<file path="config.mk">
export PLATFORM = sky130hd
export DESIGN_NAME = rr_grant_ctrl_flat
export DESIGN_NICKNAME = d
export VERILOG_FILES = /design/src/rtl/rr_grant_ctrl_if.sv /design/src/rtl/rr_grant_ctrl.sv /design/src/flat_wrapper.sv
export SDC_FILE = /design/constraint.sdc
export NUM_CORES = 1
export LEC_CHECK = 0
export CAP_MARGIN = 20
export CORE_MARGIN = 2
export CORE_UTILIZATION = 57
export DETAILED_ROUTE_END_ITERATION = 10
export GPL_ROUTABILITY_DRIVEN = 0
export PLACE_DENSITY = 0.8
export SETUP_SLACK_MARGIN = 0.4
export SLEW_MARGIN = 20
export SYNTH_ARGS = -nofsm -noshare
export SYNTH_HDL_FRONTEND = slang
export SYNTH_SLANG_ARGS = --single-unit
</file>
<file path="constraint.sdc">
create_clock -name clk -period 4.3 [get_ports clk]
set_input_delay 0.86 -clock clk [delete_from_list [all_inputs] [get_ports clk]]
set_output_delay 0.86 -clock clk [all_outputs]
set_load 0.01 [all_outputs]
</file>
<file path="src/rtl/rr_grant_ctrl_if.sv">
// Request/grant bundle between the requesting agents and rr_grant_ctrl.
// master: the requester side (drives enable/req, observes the grant).
// slave:  the arbiter side (observes requests, drives the grant outputs).
interface rr_grant_ctrl_if;

    logic       enable;     // global arbitration enable
    logic [3:0] req;        // level-sensitive request, bit i = requester i
    logic [3:0] gnt;        // one-hot grant, all-zero when idle
    logic [1:0] gnt_idx;    // binary index of the current/last grant
    logic       gnt_valid;  // gnt is non-zero
    logic       timeout;    // one-cycle pulse on a forced release

    modport master (
        output enable,
        output req,
        input  gnt,
        input  gnt_idx,
        input  gnt_valid,
        input  timeout
    );

    modport slave (
        input  enable,
        input  req,
        output gnt,
        output gnt_idx,
        output gnt_valid,
        output timeout
    );

endinterface

</file>
<file path="src/rtl/rr_grant_ctrl.sv">
// Four-way round-robin arbiter with a bounded hold time.
// A granted requester keeps the grant while its request stays high, for at
// most MAX_HOLD cycles. On release the next winner takes over on the same
// edge (no gap). On a forced release the grant drops, timeout pulses for one
// cycle (the COOL cycle), one IDLE cycle follows, and arbitration resumes with
// the timed-out requester at lowest priority.
module rr_grant_ctrl #(
    parameter int MAX_HOLD = 8,     // 1..255
    parameter int CNT_W    = 8      // 2**CNT_W > MAX_HOLD
) (
    input  logic           clk,
    input  logic           rst_n,
    rr_grant_ctrl_if.slave bus
);

    typedef enum logic [1:0] {
        ST_IDLE  = 2'd0,
        ST_GRANT = 2'd1,
        ST_COOL  = 2'd2
    } state_t;

    // Counter value at which a still-held grant is force-released.
    localparam logic [CNT_W-1:0] HOLD_LAST = CNT_W'(MAX_HOLD - 1);

    state_t           state_reg;
    logic [CNT_W-1:0] hold_cnt_reg;
    logic [1:0]       last_reg;
    logic [3:0]       gnt_reg;
    logic [1:0]       gnt_idx_reg;
    logic             gnt_valid_reg;
    logic             timeout_reg;

    logic [3:0]       rot_req;
    logic [1:0]       rot_sel;
    logic [1:0]       win_idx;
    logic [3:0]       win_onehot;
    logic             any_req;
    logic             own_req;

    // Requests rotated so that bit k is requester (last+1+k) mod 4; bit 0 is
    // therefore the highest-priority candidate and bit 3 is last itself.
    genvar gi;
    generate
        for (gi = 0; gi < 4; gi++) begin : g_rot
            assign rot_req[gi] = bus.req[last_reg + 2'(gi + 1)];
        end
    endgenerate

    // Lowest set bit of the rotated vector is the winner's offset from last+1.
    always_comb begin
        rot_sel = 2'd0;
        for (int k = 3; k >= 0; k--) begin
            if (rot_req[k]) begin
                rot_sel = 2'(k);
            end
        end
    end

    assign win_idx = last_reg + rot_sel + 2'd1;
    assign any_req = |bus.req;
    assign own_req = bus.req[gnt_idx_reg];

    // Decode the winner index into the one-hot grant pattern.
    generate
        for (gi = 0; gi < 4; gi++) begin : g_dec
            assign win_onehot[gi] = (win_idx == 2'(gi));
        end
    endgenerate

    // Arbitration FSM; every output is a register so gnt, gnt_idx and
    // gnt_valid always change together on the same edge.
    always_ff @(posedge clk) begin
        if (!rst_n) begin
            state_reg     <= ST_IDLE;
            hold_cnt_reg  <= '0;
            last_reg      <= 2'd3;
            gnt_reg       <= 4'b0000;
            gnt_idx_reg   <= 2'd0;
            gnt_valid_reg <= 1'b0;
            timeout_reg   <= 1'b0;
        end else begin
            timeout_reg <= 1'b0;
            if (!bus.enable) begin
                // Disable preempts everything, including a pending timeout;
                // last and gnt_idx are kept so fairness survives the pause.
                state_reg     <= ST_IDLE;
                hold_cnt_reg  <= '0;
                gnt_reg       <= 4'b0000;
                gnt_valid_reg <= 1'b0;
            end else begin
                case (state_reg)
                    ST_IDLE: begin
                        if (any_req) begin
                            state_reg     <= ST_GRANT;
                            hold_cnt_reg  <= '0;
                            gnt_reg       <= win_onehot;
                            gnt_idx_reg   <= win_idx;
                            gnt_valid_reg <= 1'b1;
                            last_reg      <= win_idx;
                        end
                    end

                    ST_GRANT: begin
                        if (!own_req) begin
                            // Release takes precedence over a same-cycle
                            // timeout. The holder's own request is low, so
                            // the winner is always a different requester.
                            hold_cnt_reg <= '0;
                            if (any_req) begin
                                gnt_reg       <= win_onehot;
                                gnt_idx_reg   <= win_idx;
                                gnt_valid_reg <= 1'b1;
                                last_reg      <= win_idx;
                            end else begin
                                state_reg     <= ST_IDLE;
                                gnt_reg       <= 4'b0000;
                                gnt_valid_reg <= 1'b0;
                            end
                        end else if (hold_cnt_reg == HOLD_LAST) begin
                            // Forced release; last stays on the holder so it
                            // drops to lowest priority for the next round.
                            state_reg     <= ST_COOL;
                            hold_cnt_reg  <= '0;
                            gnt_reg       <= 4'b0000;
                            gnt_valid_reg <= 1'b0;
                            timeout_reg   <= 1'b1;
                        end else begin
                            // Never passes HOLD_LAST, so it cannot wrap.
                            hold_cnt_reg <= hold_cnt_reg + 1'b1;
                        end
                    end

                    ST_COOL: begin
                        state_reg <= ST_IDLE;
                    end

                    default: begin
                        state_reg     <= ST_IDLE;
                        hold_cnt_reg  <= '0;
                        gnt_reg       <= 4'b0000;
                        gnt_valid_reg <= 1'b0;
                    end
                endcase
            end
        end
    end

    assign bus.gnt       = gnt_reg;
    assign bus.gnt_idx   = gnt_idx_reg;
    assign bus.gnt_valid = gnt_valid_reg;
    assign bus.timeout   = timeout_reg;

endmodule

</file>
<file path="src/flat_wrapper.sv">
// flat-port wrapper written by rule: the top's interface ports become plain ports
module rr_grant_ctrl_flat 
#(
    parameter int MAX_HOLD = 8,              
    parameter int CNT_W    = 8                            
)
  (clk, rst_n, bus_enable, bus_req, bus_gnt, bus_gnt_idx, bus_gnt_valid, bus_timeout);
  rr_grant_ctrl_if bus_i ();
  input  logic clk;
  input  logic rst_n;
  input wire logic [$bits(bus_i.enable)-1:0] bus_enable;
  input wire logic [$bits(bus_i.req)-1:0] bus_req;
  output wire logic [$bits(bus_i.gnt)-1:0] bus_gnt;
  output wire logic [$bits(bus_i.gnt_idx)-1:0] bus_gnt_idx;
  output wire logic [$bits(bus_i.gnt_valid)-1:0] bus_gnt_valid;
  output wire logic [$bits(bus_i.timeout)-1:0] bus_timeout;
  assign bus_i.enable = bus_enable;
  assign bus_i.req = bus_req;
  assign bus_gnt = bus_i.gnt;
  assign bus_gnt_idx = bus_i.gnt_idx;
  assign bus_gnt_valid = bus_i.gnt_valid;
  assign bus_timeout = bus_i.timeout;
  rr_grant_ctrl #(.MAX_HOLD(MAX_HOLD), .CNT_W(CNT_W)) u_core (.clk(clk), .rst_n(rst_n), .bus(bus_i));
endmodule
</file>
==> metrics.md <==
| Metric | Value |
|---|---|
| Max layer used | met4 |
| Peak VDD IR | 366.1 uV |
| First-pass GRT wire length | between 3000 and 4000 um |
| Yosys reg bits | 20 |
| Final Max Tran Viols | 0 |
| Routed wl met2 | 1056 um |
| Wl on met1 | approximately 1200 um |
| CP arrival | 3.04 ns |
| Final hold violation count | 0 |
| Endpoints failing setup | 0 |
| Final ANT Viol Nets | 0 |
| Via count | between 1,000 and 1,500 |
| Synthesis-to-finish area growth | 17.30% |
| Mapped Avg Cell Area | slightly below 8 um2 |
| Clock Sinks | 20 |
| Met3 WL | 136 um |
| Initial antenna violation count | 0 |
| Mapped Area | 1092 um2 |
| Largest net degree at the start of global routing | 15 |
| Post_cts resized | 0 |
| Gr ovfl total | 0 |
| Ports | 15 |
| Reg2reg setup slack | around 2.2 ns |
| Fmax | roughly 350 MHz |
| Number of port buffers | 14 |
| Post-Syn Instances | 138 |
| Ys async rst share | 0 |
| DRC Markers | 0 |
| Largest stage delay, worst path | 0.65 ns |
| Core area | 1764 um2 |
| Total die area | 2282 um2 |
| Setup Fix Bufs, Post-CTS | 0 |
| Drt wl/cell | ~14 um |
| Worst-Margin Slew | 0.5572 ns |
| Internal cell power | 0.0003387 W |
| Nets | 157 |
| Pwr/cell area | around 370 nW/um2 |
| Cells along the critical path | clkdlybuf4s50_1 > nor2_1 > or4_1 > o221ai_1 > a21oi_1 > ha_1 > xor2_1 > xor2_1 > o22ai_1 |
| Die W | 47.78 um |
| Total track usage | 0.2504 |
| Clock Tree Buf Depth | 2 |
| Avg Vias per Cell | 5.936 |
| Post-synth top area share | 0.3666 |
| Slew HR | 0.6271 |
| Count of cell types in the netlist | 39 |
| DP Wirelength | about 1700 um |
| Number of synthesized flops with an enable pin | 0 |
| Kind of cell adding the most delay to the critical path | buffers and inverters |
| Crit path max fanout | 10 |
| Starting Density | 0.6191 |
| Htree depth | 1 |
| Cell chosen for the clock root | clkbuf_4 |
| Hold WS | between 0.4 and 0.5 ns |
| Sequential fraction of the synthesis area | 0.3666 |
| # fillers | 152 |
| Worst-Skew Late Latency | 0.31 ns |
| Die Height | 47.78 um |
| Worst clock skew | 0.003054 ns |
| Dominant cells by area after synthesis | dfxtp_1 37%, nor2_1 6.5%, nand2_1 5.5%, a21oi_1 4.1%, o22ai_1 4.0% |
| Hold crit path type | reg -> reg |
| Switch share | 0.2797 |
| Critical path class | in -> reg |
| Mapped Nets | roughly 150 |
| Clk pwr share | 0.334 |
| Final min period | around 2.9 ns |
| Logic pwr share | 0.219 |
| Critical path buffers and inverters | 1 |
| Post-synth top cells | 20 x dfxtp_1, 19 x nor2_1, 16 x nand2_1, 9 x a21oi_1, 8 x clkbuf_1 |
| Share of cells above drive strength 1 | 0.07483 |
| Synth Flop Type | dfxtp_1 |
| Total CTS buffers | 3 |
| Critical Path RT | approximately 4.5 ns |
| P_sw | around 0.00013 W |
| CTS tree | done |
| Reg power frac | 0.447 |
| Leak | 0.4804 nW |
| Antenna cell count | 0 |
| Cell with the most instances after synthesis | dfxtp_1 |
| Syn. warnings | 0 |
| Slowest-stage cell, CP | clkdlybuf4s50_1 |
| CP endpoint kind | flip-flop |
| Outcome | completed |
| Final period utilization | 0.6654 |
| Synth area leader | dfxtp_1 |
| Number of global-route vias before repair | 880 |
| Unrepaired setup endpoints after global routing | false |
| Max_cap viols | 0 |
| Final Routed Wirelength | around 2400 um |
| CP Launch Type | primary input |
| 1st-iter DRT viols | 25 |
| Setup TNS | 0 ns |
| Hold Buf Count CTS | 0 |
| 1st-pass router iterations | 4 |
| Rows | 15 |
| Max reg flops | 8 |
| Crit path top cell by count | xor2_1 |
| Reg clk slew, reported paths | 0.12 ns |
==> cell type report <==
class | count | area [um2] | area share
multi-input combinational | 107 | 649.4 | 0.5068
sequential | 20 | 400.4 | 0.3125
timing repair buffer | 14 | 140.1 | 0.1094
tap | 25 | 31.28 | 0.02441
clock inverter | 1 | 30.03 | 0.02344
clock buffer | 3 | 22.52 | 0.01758
inverter | 2 | 7.507 | 0.005859
==> worst paths after layout <==
kind	depth (start not counted)	to	startpoint
worst max-delay path	9	u_core.bus.gnt[3]	bus_req[2]
worst min-delay path	2	u_core.bus.gnt_valid	u_core.bus.gnt_valid
worst max register to register	7	u_core.bus.gnt[3]	u_core.last_reg[0]
worst min register to register	2	u_core.bus.gnt_valid	u_core.bus.gnt_valid
==> cells in the final DEF (no fill, tap or decap), drive strengths merged, types with 3 or more instances in the layout <==
cell type,count
a21oi,9
and3,3
clkbuf,3
clkdlybuf4s50,14
dfxtp,20
nand2,16
nand3,3
nand4,3
nor2,19
nor3,8
o21ai,6
o22ai,7
xor2,4
==> per-stage QoR <==
step | worst slack [ns] | instance area, um2 | total power, W | instances | util
after floorplan | 1.721 | 1092 | 0.0002820 | 138 | -
after detailed placement | 1.142 | 1229 | 0.0003144 | 168 | 0.6965
after global placement | 1.198 | 1229 | 0.0003123 | 168 | 0.6965
after CTS | 1.447 | 1281 | 0.0004717 | 172 | 0.7262
final | 1.439 | 1281 | 0.0004702 | 172 | 0.7262
after global routing | 1.323 | 1281 | 0.0004925 | 172 | 0.7262
==> routing by layer <==
layer | GRT usage | up-vias
met3 | 0.06415 | 4
met1 | 0.3533 | 475
met2 | 0.3707 | 31
li1 | - | 511
met5 | 0 | -
met4 | 0.08649 | 0
==> worst min-delay path, delay by kind of cell (launching register included) <==
kind	cells	cell delay, ns
AND/OR/NAND/NOR	2	0.10
flip-flops	1	0.33
==> power groups by stage <==
| stage | logic, W | registers [W] | clock network (W) |
|---|---|---|---|
| floorplan | 0.0000718 | 0.000210 | 0 |
| global placement | 0.0000987 | 0.000214 | 0 |
| detailed placement | 0.000101 | 0.000214 | 0 |
| CTS | 0.000102 | 0.000210 | 0.000159 |
| global route | 0.000113 | 0.000212 | 0.000167 |
| finish | 0.000103 | 0.000210 | 0.000157 |
==> logic make-up (layout without fill, tap and decap cells) <==
kind of cell,after synthesis,count (layout),share of synthesized area
DFF,20,20,0.3665
and+or+nand+nor,66,66,0.3161
adders and majority gates,2,2,0.02291
AOI/OAI and AO/OA,31,31,0.1753
buffers and inverters,11,20,0.03895
muxes,3,3,0.04009
xor gates and xnor gates,5,5,0.04009
No activity file was read; power rests on OpenSTA's default activity.
